[src/rtl/ads5296_deser_align.sv]
// ADS5296 DDR lane deserializer with automatic frame-based word alignment.
// All lanes share one bit offset, found by scanning until the frame lane matches FRAME_PATTERN.

module ads5296_lane_shift #(
    parameter int WORD_BITS = 10,
    parameter int OFF_W     = 4
) (
    input  logic                 lclk,
    input  logic                 rst_n,
    input  logic                 rise,
    input  logic                 fall,
    input  logic [OFF_W-1:0]     off,
    output logic [WORD_BITS-1:0] word
);
    logic                   rise_r;
    logic                   fall_r;
    logic [2*WORD_BITS-1:0] sr;

    // Two bits enter per cycle at the top; sr[0] is the oldest serial bit.
    always_ff @(posedge lclk or negedge rst_n) begin
        if (!rst_n) begin
            rise_r <= 1'b0;
            fall_r <= 1'b0;
            sr     <= '0;
        end else begin
            rise_r <= rise;
            fall_r <= fall;
            sr     <= {fall_r, rise_r, sr[2*WORD_BITS-1:2]};
        end
    end

    assign word = WORD_BITS'(sr >> off);
endmodule

module ads5296_deser_align #(
    parameter int                   NLANES        = 2,
    parameter int                   WORD_BITS     = 10,
    parameter logic [WORD_BITS-1:0] FRAME_PATTERN = 10'b1111100000,
    parameter int                   LOCK_COUNT    = 16,
    parameter int                   UNLOCK_COUNT  = 4
) (
    input  logic                           lclk,
    input  logic                           rst_n,
    input  logic [NLANES-1:0]              din_rise,
    input  logic [NLANES-1:0]              din_fall,
    input  logic                           frame_rise,
    input  logic                           frame_fall,
    input  logic                           auto_en,
    input  logic [$clog2(WORD_BITS)-1:0]   man_offset,
    input  logic                           realign,
    output logic [NLANES*WORD_BITS-1:0]    dout,
    output logic                           dout_valid,
    output logic                           frame_ok,
    output logic                           locked,
    output logic                           align_fail,
    output logic [$clog2(WORD_BITS)-1:0]   offset_out,
    output logic [7:0]                     lock_loss_cnt
);
    localparam int HALF  = WORD_BITS / 2;
    localparam int PH_W  = (HALF > 1) ? $clog2(HALF) : 1;
    localparam int OFF_W = $clog2(WORD_BITS);
    localparam int MW    = $clog2(LOCK_COUNT + 1);
    localparam int EW    = $clog2(UNLOCK_COUNT + 1);
    localparam int TW    = $clog2(WORD_BITS + 1);

    typedef enum logic [2:0] {
        S_HUNT, S_VERIFY, S_LOCKED, S_FAIL, S_MANUAL
    } state_t;

    state_t                              state, state_n;
    logic [OFF_W-1:0]                    off, off_n, off_inc, man_cl, eff_off;
    logic [MW-1:0]                       match_cnt, match_n;
    logic [EW-1:0]                       err_cnt, err_n;
    logic [TW-1:0]                       tried_cnt, tried_n;
    logic [7:0]                          loss_n;
    logic                                pend, pend_n;
    logic [PH_W-1:0]                     ph;
    logic                                cap;
    logic [NLANES-1:0][WORD_BITS-1:0]    lane_word;
    logic [WORD_BITS-1:0]                frame_now;
    logic                                match;

    assign cap     = (ph == PH_W'(HALF - 1));
    assign man_cl  = (man_offset > OFF_W'(WORD_BITS - 1)) ? OFF_W'(WORD_BITS - 1) : man_offset;
    // The offset register only matters at capture, so offset changes land on word boundaries.
    assign eff_off = auto_en ? off : man_cl;
    assign off_inc = (off == OFF_W'(WORD_BITS - 1)) ? '0 : off + OFF_W'(1);
    assign match   = (frame_now == FRAME_PATTERN);

    for (genvar k = 0; k < NLANES; k++) begin : g_lane
        ads5296_lane_shift #(.WORD_BITS(WORD_BITS), .OFF_W(OFF_W)) u_lane (
            .lclk  (lclk),
            .rst_n (rst_n),
            .rise  (din_rise[k]),
            .fall  (din_fall[k]),
            .off   (eff_off),
            .word  (lane_word[k])
        );
    end

    ads5296_lane_shift #(.WORD_BITS(WORD_BITS), .OFF_W(OFF_W)) u_frame (
        .lclk  (lclk),
        .rst_n (rst_n),
        .rise  (frame_rise),
        .fall  (frame_fall),
        .off   (eff_off),
        .word  (frame_now)
    );

    always_ff @(posedge lclk or negedge rst_n) begin
        if (!rst_n) begin
            ph         <= '0;
            dout       <= '0;
            dout_valid <= 1'b0;
            frame_ok   <= 1'b0;
            offset_out <= '0;
        end else begin
            ph         <= cap ? '0 : ph + PH_W'(1);
            dout_valid <= cap;
            if (cap) begin
                dout       <= lane_word;
                frame_ok   <= match;
                offset_out <= eff_off;
            end
        end
    end

    always_ff @(posedge lclk or negedge rst_n) begin
        if (!rst_n) begin
            state         <= S_HUNT;
            off           <= '0;
            match_cnt     <= '0;
            err_cnt       <= '0;
            tried_cnt     <= '0;
            lock_loss_cnt <= '0;
            pend          <= 1'b0;
        end else begin
            state         <= state_n;
            off           <= off_n;
            match_cnt     <= match_n;
            err_cnt       <= err_n;
            tried_cnt     <= tried_n;
            lock_loss_cnt <= loss_n;
            pend          <= pend_n;
        end
    end

    always_comb begin
        state_n = state;
        off_n   = off;
        match_n = match_cnt;
        err_n   = err_cnt;
        tried_n = tried_cnt;
        loss_n  = lock_loss_cnt;
        pend_n  = pend;
        if (!auto_en) begin
            state_n = S_MANUAL;
            match_n = '0;
            err_n   = '0;
            tried_n = '0;
            pend_n  = 1'b0;
            if (cap) off_n = man_cl;
        end else if (state == S_MANUAL) begin
            state_n = S_HUNT;
            tried_n = '0;
            if (realign) pend_n = 1'b1;
        end else if (cap) begin
            pend_n = 1'b0;
            // A realign held since mid-word overrides whatever this frame word says.
            if (pend || realign) begin
                state_n = S_HUNT;
                off_n   = '0;
                match_n = '0;
                err_n   = '0;
                tried_n = '0;
            end else begin
                case (state)
                    S_HUNT: begin
                        if (match) begin
                            match_n = MW'(1);
                            state_n = (LOCK_COUNT == 1) ? S_LOCKED : S_VERIFY;
                        end else begin
                            off_n   = off_inc;
                            tried_n = tried_cnt + TW'(1);
                            if (tried_cnt + TW'(1) == TW'(WORD_BITS)) state_n = S_FAIL;
                        end
                    end
                    S_VERIFY: begin
                        if (match) begin
                            match_n = match_cnt + MW'(1);
                            if (match_cnt + MW'(1) == MW'(LOCK_COUNT)) state_n = S_LOCKED;
                        end else begin
                            state_n = S_HUNT;
                            off_n   = off_inc;
                            match_n = '0;
                        end
                    end
                    S_LOCKED: begin
                        if (match) begin
                            err_n = '0;
                        end else begin
                            err_n = err_cnt + EW'(1);
                            if (err_cnt + EW'(1) == EW'(UNLOCK_COUNT)) begin
                                state_n = S_HUNT;
                                err_n   = '0;
                                match_n = '0;
                                tried_n = '0;
                                loss_n  = (lock_loss_cnt == 8'hFF) ? 8'hFF : lock_loss_cnt + 8'd1;
                            end
                        end
                    end
                    default: ;
                endcase
            end
        end else if (realign) begin
            pend_n = 1'b1;
        end
    end

    assign locked     = (state == S_LOCKED);
    assign align_fail = (state == S_FAIL);
endmodule

[config.mk]
export PLATFORM = sky130hd
export DESIGN_NAME = ads5296_deser_align
export DESIGN_NICKNAME = d
export VERILOG_FILES = /design/src/rtl/ads5296_deser_align.sv
export SDC_FILE = /design/constraint.sdc
export NUM_CORES = 1
export LEC_CHECK = 0
export ABC_AREA = 1
export CAP_MARGIN = 20
export CORE_MARGIN = 4
export CORE_UTILIZATION = 55
export DETAILED_ROUTE_END_ITERATION = 10
export PLACE_DENSITY = 0.73
export SLEW_MARGIN = 20
export SYNTH_ARGS = -nofsm -noshare
export SYNTH_HDL_FRONTEND = slang
export SYNTH_SLANG_ARGS = --single-unit
[constraint.sdc]
create_clock -name lclk -period 3.4 [get_ports lclk]
set_input_delay 0.68 -clock lclk [delete_from_list [all_inputs] [get_ports lclk]]
set_output_delay 0.68 -clock lclk [all_outputs]
set_load 0.02 [all_outputs]
; After elaboration in Yosys (flattened, before gate mapping)
; Cells that the tools add are included.
[word_totals]
output_inout_bits = 36
word_cells = 124
regBits = 123
[op_classes]
add_sub_neg = 6
reduce_logical = 11
bitwise = 3
n_eq_ne = 28
magnitude_cmp = 1
n_mux = 51
shifts = 3
[op_table]
columns = cell, count
row1 = $mux 4, 17
row2 = $shr 20x4->10, 3
row3 = $mux 3, 18
row4 = $mux 5, 8
row5 = $pmux 5 s3, 1
row6 = $ne 6x6->1 const B, 2
row7 = $reduce_and 6->1, 2
row8 = $eq 10x10->1 const B, 1
row9 = $ne 5x1->1 const B, 2
row10 = $reduce_and 5->1, 2
row11 = $eq 3x3->1 const B, 3
row12 = $pmux 3 s3, 1
row13 = $add 4x1->4 const B, 2
row14 = $add 8x1->8 const B, 1
row15 = $eq 4x4->1 const B, 2
row16 = $eq 8x8->1 const B, 1
row17 = $mux 8, 1
row18 = $ne 4x3->1 const B, 2
row19 = $pmux 4 s2, 1
row20 = $reduce_and 7->1, 1
row21 = $add 3x1->3 const B, 2
row22 = $eq 3x2->1 const B, 2
row23 = $ne 3x1->1 const B, 2
row24 = $ne 6x1->1 const B, 1
row25 = other kinds (19), 25

; Longest topological paths before layout
[depth]
depth_word = 11
ltp_mapped = 21
ltp_nobuf = 20

; Hierarchy
; A second synthesis with hierarchy kept.
[hier_totals]
cells_unflattened = 1005
hier_area_um2 = 7449.6
[by_module_without_submodules]
columns = module, n_inst, area_each_um2, cells_each
row1 = ads5296_lane_shift, 3, 1436.4, 193
row2 = ads5296_deser_align, 1, 3140.5, 426

; Worst setup path before layout
; OpenSTA, ideal clock, no wires.
[synth_timing]
path_type = in2reg
startpoint = in auto_en
endpoint = reg dout[16]
setup_slack_ps = 965
arrival_ps = 2309
cell_stages = 12
t_required_ps = 3274
path_buffers = 4
path_cell_list = buf_6 > nor2_4 > nand2_4 > nand3_4 > buf_6 > buf_2 > buf_2 > mux2i_1 > nand2_1 > o21ai_0 > a21oi_1 > o32a_1
[synth_between]
elab_chain_len = 2
[synth_rtl]
columns = element, line
row1 = "start, declared", 48  ; input logic auto_en,
row2 = $mux 4, 86  ; assign eff_off = auto_en ? off : man_cl;
row3 = $shr 20x4->10, 32  ; assign word = WORD_BITS'(sr >> off);
row4 = "end signal, assigned", 121  ; dout <= lane_word;
row5 = "end, declared", 51  ; output logic [NLANES*WORD_BITS-1:0] dout,
; Every way passes these cells.
; A chain may end at the register's enable or synchronous reset.

; Worst setup path in the final report
[layout_timing]
startpoint = in auto_en
endpoint = reg match_cnt[3]
[layout_between]
elab_chain_len = 9
elab_cells_between_ends = 16
classes_between = eq/ne (7) / shift (1) / mux (7) / reduce/logical (1)
[layout_rtl]
columns = element, line
row1 = $mux 4, 86
row2 = $shr 20x4->10, 32
row3 = $eq 10x10->1, 88  ; assign match = (frame_now == FRAME_PATTERN);
row4 = $mux 5, 189  ; if (match) begin
row5 = $pmux 5 s3, 177  ; case (state)
row6 = $mux 5, 170  ; if (pend || realign) begin
row7 = $mux 5, 167  ; end else if (cap) begin
row8 = $mux 5, 163  ; end else if (state == S_MANUAL) begin
row9 = $mux 5, 156  ; if (!auto_en) begin
row10 = "end signal, assigned", 140  ; match_cnt <= match_n;
row11 = "end, declared", 72  ; logic [MW-1:0] match_cnt, match_n;
; Several ways; a longest one is shown, not always the timed one. The select of a mux whose other input is x is not followed.

==> key figures <==
STA
  – Slew @ Worst Pin: 0.670 ns
  – FMAX: 324 MHz
  – Clock Skew: 0.00939 ns
  – Setup repair after global routing missed its margin: no
  – Fin crit period: 3.08 ns
  – Count of final setup violators: 0
  – Number of hold-slack violations in the final timing report: 0
  – Minimum hold slack: 0.291 ns
  – Summed negative setup slack over all endpoints: 0 ns
  – Ratio of final minimum period to clock period: 90.7%
  – Max Transition Viols Final: 0
  – Final worst-path setup slack: 0.316 ns
  – Relative max-transition margin: 55.4%

Clock network
  – Htree depth: 4
  – Clock latency at the later pin of the worst-skew pair: 0.43 ns
  – Post-CTS Setup Inserts: 0
  – CTS tree: done
  – Clock-pin slew of the registers on the worst-case setup and hold paths: 0.06 ns
  – Number of sinks handled by clock tree synthesis: 123
  – TritonCTS Buffers: 17
  – Number of hold buffers added after cts: 0
  – Buffer cell driving the clock tree root: sky130_fd_sc_hd__clkbuf_16
  – Bufs on Longest Clock Path: 2
  – Post-CTS resize count: 0

Die
  – Die Outline Area: 14700 µm²
  – Initial core utilization: 56.0%
  – Vertical die dimension: 121 µm
  – Placeable core region: 12600 µm²
  – I/O pin count: 50
  – Number of rows created at floorplan: 41
  – Die Span X: 121 µm

Final layout
  – Count of nets after finishing: 1005
  – Area growth from synthesis to layout: 19.3%
  – Number of standard cells in the layout, taps in and fillers out: 1165
  – Share of post-route cells with drive strength above 1: 11.4%
  – Antenna Cells: 0
  – Count of fill cells added during filler insertion: 1083

Logic synthesis
  – FFs w/ async S/R, synth: 100%
  – Per-instance average area after synthesis: 7.59 µm²
  – Unique masters post-synth: 42
  – Cell area after synthesis: 7040 µm²
  – Flip-flop and latch count after synthesis: 123
  – Count of mapped cells out of synthesis: 928
  – Ys flop type: sky130_fd_sc_hd__dfrtp_1
  – Fraction of the yosys area taken by sequential cells: 43.7%
  – Number of warnings printed during yosys synthesis: 0
  – Post-Syn Nets: 952
  – Count of flip-flops with a built-in enable after synthesis: 0

Power
  – Share of power burned in combinational logic: 25.6%
  – Switching power of the nets: 1520 µW
  – Proportion of power drawn by flip-flops and latches: 35.6%
  – Share of total power consumed by net switching: 31.9%
  – Largest vdd supply drop: 0.000531 V
  – Clock Power Share: 38.8%
  – Areal power density over the cells: 565 nW/µm²
  – Overall power consumption: 4750 µW
  – Leakage power summed over all cells: 0.00406 µW
  – Cell-internal power: 3230 µW

Detailed routing
  – First-pass iteration count of the detailed router: 5
  – Count of nets left with antenna violations after detail routing: 0
  – Wire length per cell after detailed routing: 14.3 µm
  – 1st-iter DRT viols: 463
  – Post-detailed-routing wire length: 16.7 mm
  – Mean number of vias per cell: 5.39
  – # DRC: 0
  – Total number of vias: 6283

Global routing
  – Met3 routing resource usage after global routing: 6.99%
  – Global-route wire length before repair: 28.8 mm
  – Via count of the first global-routing pass: 6124
  – Number of antenna violations at the first check in global routing: 0
  – Largest net degree at the start of global routing: 70
  – Global Route met2 Usage: 41.0%
  – Overflow left after global routing: 0
  – Most crowded layer after global routing: met2
  – Global Route met1 Usage: 30.6%
  – GR Util All Layers: 24.6%

Place
  – Weighted congestion at the end of routability-driven global placement: 0.960
  – Setup Slack @ Placement: -0.0682 ns
  – Half-perimeter wire length of the detailed placement result: 11.9 mm
  – Placed insts: 1134
  – Number of input and output port buffers inserted: 49

Critical path
  – Critical path class: in2reg
  – R2R Setup Slk: 0.90 ns
  – Critical Path AT: 3.39 ns
  – Nature of the critical path startpoint: input pin
  – Crit path max fanout: 17
  – Type of element capturing the critical path: register
  – Required arrival time at the worst endpoint: 3.71 ns

Outcome
  – Result of the run: finished, final reports clean

Job
  – Max-capacitance violation count: 0

Worst hold path
  – Hold Crit Class: in2async
==> critical path, stage by stage <==
cell and delay, ns:
sky130_fd_sc_hd__clkdlybuf4s50_1 0.68, sky130_fd_sc_hd__inv_1 0.12, sky130_fd_sc_hd__nand2_2 0.11, sky130_fd_sc_hd__nand3_4 0.21, sky130_fd_sc_hd__buf_4 0.25, sky130_fd_sc_hd__nand2_1 0.06
sky130_fd_sc_hd__nand3_1 0.06, sky130_fd_sc_hd__nand2_1 0.12, sky130_fd_sc_hd__nand3_1 0.12, sky130_fd_sc_hd__nand3_1 0.11, sky130_fd_sc_hd__nand2_1 0.07, sky130_fd_sc_hd__nor2_1 0.16
sky130_fd_sc_hd__inv_1 0.07, sky130_fd_sc_hd__nor2_2 0.18, sky130_fd_sc_hd__nor2_1 0.07, sky130_fd_sc_hd__nor2_2 0.11, sky130_fd_sc_hd__inv_2 0.07, sky130_fd_sc_hd__nand2_1 0.07
sky130_fd_sc_hd__nand2_1 0.06
==> Yosys cell counts (4+ instances only) <==
| master | count | area, µm² |
|---|---|---|
| sky130_fd_sc_hd__nor2_2 | 4 | 25.0 |
| sky130_fd_sc_hd__nand4_1 | 29 | 181 |
| sky130_fd_sc_hd__xnor2_1 | 8 | 70.1 |
| sky130_fd_sc_hd__nor2_1 | 68 | 255 |
| sky130_fd_sc_hd__o22ai_1 | 12 | 75.1 |
| sky130_fd_sc_hd__nand2_2 | 9 | 56.3 |
| sky130_fd_sc_hd__a21oi_1 | 21 | 105 |
| sky130_fd_sc_hd__o211ai_1 | 10 | 75.1 |
| sky130_fd_sc_hd__ha_1 | 10 | 125 |
| sky130_fd_sc_hd__o21ai_0 | 81 | 405 |
| sky130_fd_sc_hd__dfrtp_1 | 123 | 3080 |
| sky130_fd_sc_hd__a31oi_1 | 6 | 37.5 |
| sky130_fd_sc_hd__inv_1 | 75 | 282 |
| sky130_fd_sc_hd__buf_6 | 6 | 67.6 |
| sky130_fd_sc_hd__nand3_1 | 78 | 390 |
| sky130_fd_sc_hd__nor3_1 | 8 | 40.0 |
| sky130_fd_sc_hd__clkbuf_1 | 14 | 52.6 |
| sky130_fd_sc_hd__nand2_1 | 268 | 1010 |
| sky130_fd_sc_hd__or2_2 | 15 | 93.8 |
| sky130_fd_sc_hd__inv_2 | 5 | 18.8 |
| sky130_fd_sc_hd__buf_1 | 7 | 26.3 |
| sky130_fd_sc_hd__mux2i_1 | 11 | 110 |
| sky130_fd_sc_hd__o21ai_1 | 11 | 55.1 |
| sky130_fd_sc_hd__buf_2 | 18 | 90.1 |
| sky130_fd_sc_hd__nand3_2 | 4 | 40.0 |
| sky130_fd_sc_hd__xor2_1 | 4 | 35.0 |
==> cells in the final DEF, fill, tap and decap left out, drive strengths merged, types with 8 or more instances in the layout <==
cell           instances
nand2                279
dfrtp                123
o21ai                 93
nand3                 85
inv                   82
nor2                  75
clkdlybuf4s50         48
buf                   32
nand4                 29
a21oi                 22
clkbuf                19
or2                   16
o22ai                 12
mux2i                 11
o211ai                10
ha                    10
nor3                  10
xnor2                  8
==> per-layer routing <==
layer	vias to the layer above	wire, µm
li1	3168	-
met1	2941	7390
met2	145	8130
met3	29	797
met4	0	366
met5	-	0
==> final timing paths <==
| kind | from | endpoint | depth (start not counted) |
|---|---|---|---|
| worst min register to register | g_lane[1].u_lane.fall_r | g_lane[1].u_lane.sr[19] | 0 |
| worst min-delay path | rst_n | u_frame.sr[4] | 1 |
| min in group lclk | g_lane[1].u_lane.fall_r | g_lane[1].u_lane.sr[19] | 0 |
| worst max-delay path | auto_en | match_cnt[3] | 19 |
| worst max register to register | off[0] | match_cnt[3] | 17 |
| max in group asynchronous | rst_n | g_lane[1].u_lane.sr[9] | 2 |
==> per-stage QoR <==
stage	utilization (%)	cell area [µm²]
after CTS	66.9	8400
final	66.9	8400
after global placement	62.0	7790
after detailed placement	62.0	7790
after floorplan	-	7040
after global routing	66.9	8400
==> state kept, by name, summed over array words and instances (netlist names), 2 cells and up <==
| register | flops |
|---|---|
| dout | 20 |
| g_lane.u_lane.fall_r | 2 |
| lock_loss_cnt | 8 |
| g_lane.u_lane.rise_r | 2 |
| ph | 3 |
| err_cnt | 3 |
| state | 3 |
| u_frame.sr | 20 |
| offset_out | 4 |
| g_lane.u_lane.sr | 40 |
| match_cnt | 5 |
| tried_cnt | 4 |
| off | 4 |
==> layout make-up <==
type	instances	area (µm²)	share of cell area (%)
clock buffer	19	443	5.27
clock inverter	12	165	1.97
inverter	80	300	3.57
multi-input combinational	679	3430	40.8
sequential	123	3080	36.6
tap	172	215	2.56
timing repair buffer	80	771	9.17
==> kinds of logic (layout without fill, tap and decap cells) <==
logic type | count (synthesis) | in the layout | synth area share (%)
xor gates and xnor gates | 12 | 12 | 1.49
buffers and inverters | 126 | 191 | 7.73
muxes | 11 | 11 | 1.56
AOI/OAI and AO/OA | 150 | 150 | 11.8
and+or+nand+nor | 496 | 496 | 31.9
adders and majority gates | 10 | 10 | 1.78
DFF | 123 | 123 | 43.7
==> power groups by stage <==
stage          Clock (µW)  Sequential [µW]  Combinational (µW)
2_1_floorplan           0             1780                 709
3_3_place_gp            0             1710                1200
3_5_place_dp            0             1710                1200
4_1_cts              1880             1690                1210
5_1_grt              1940             1710                1360
6_report             1840             1690                1220
Note: power is estimated with default switching activity, not from simulation.
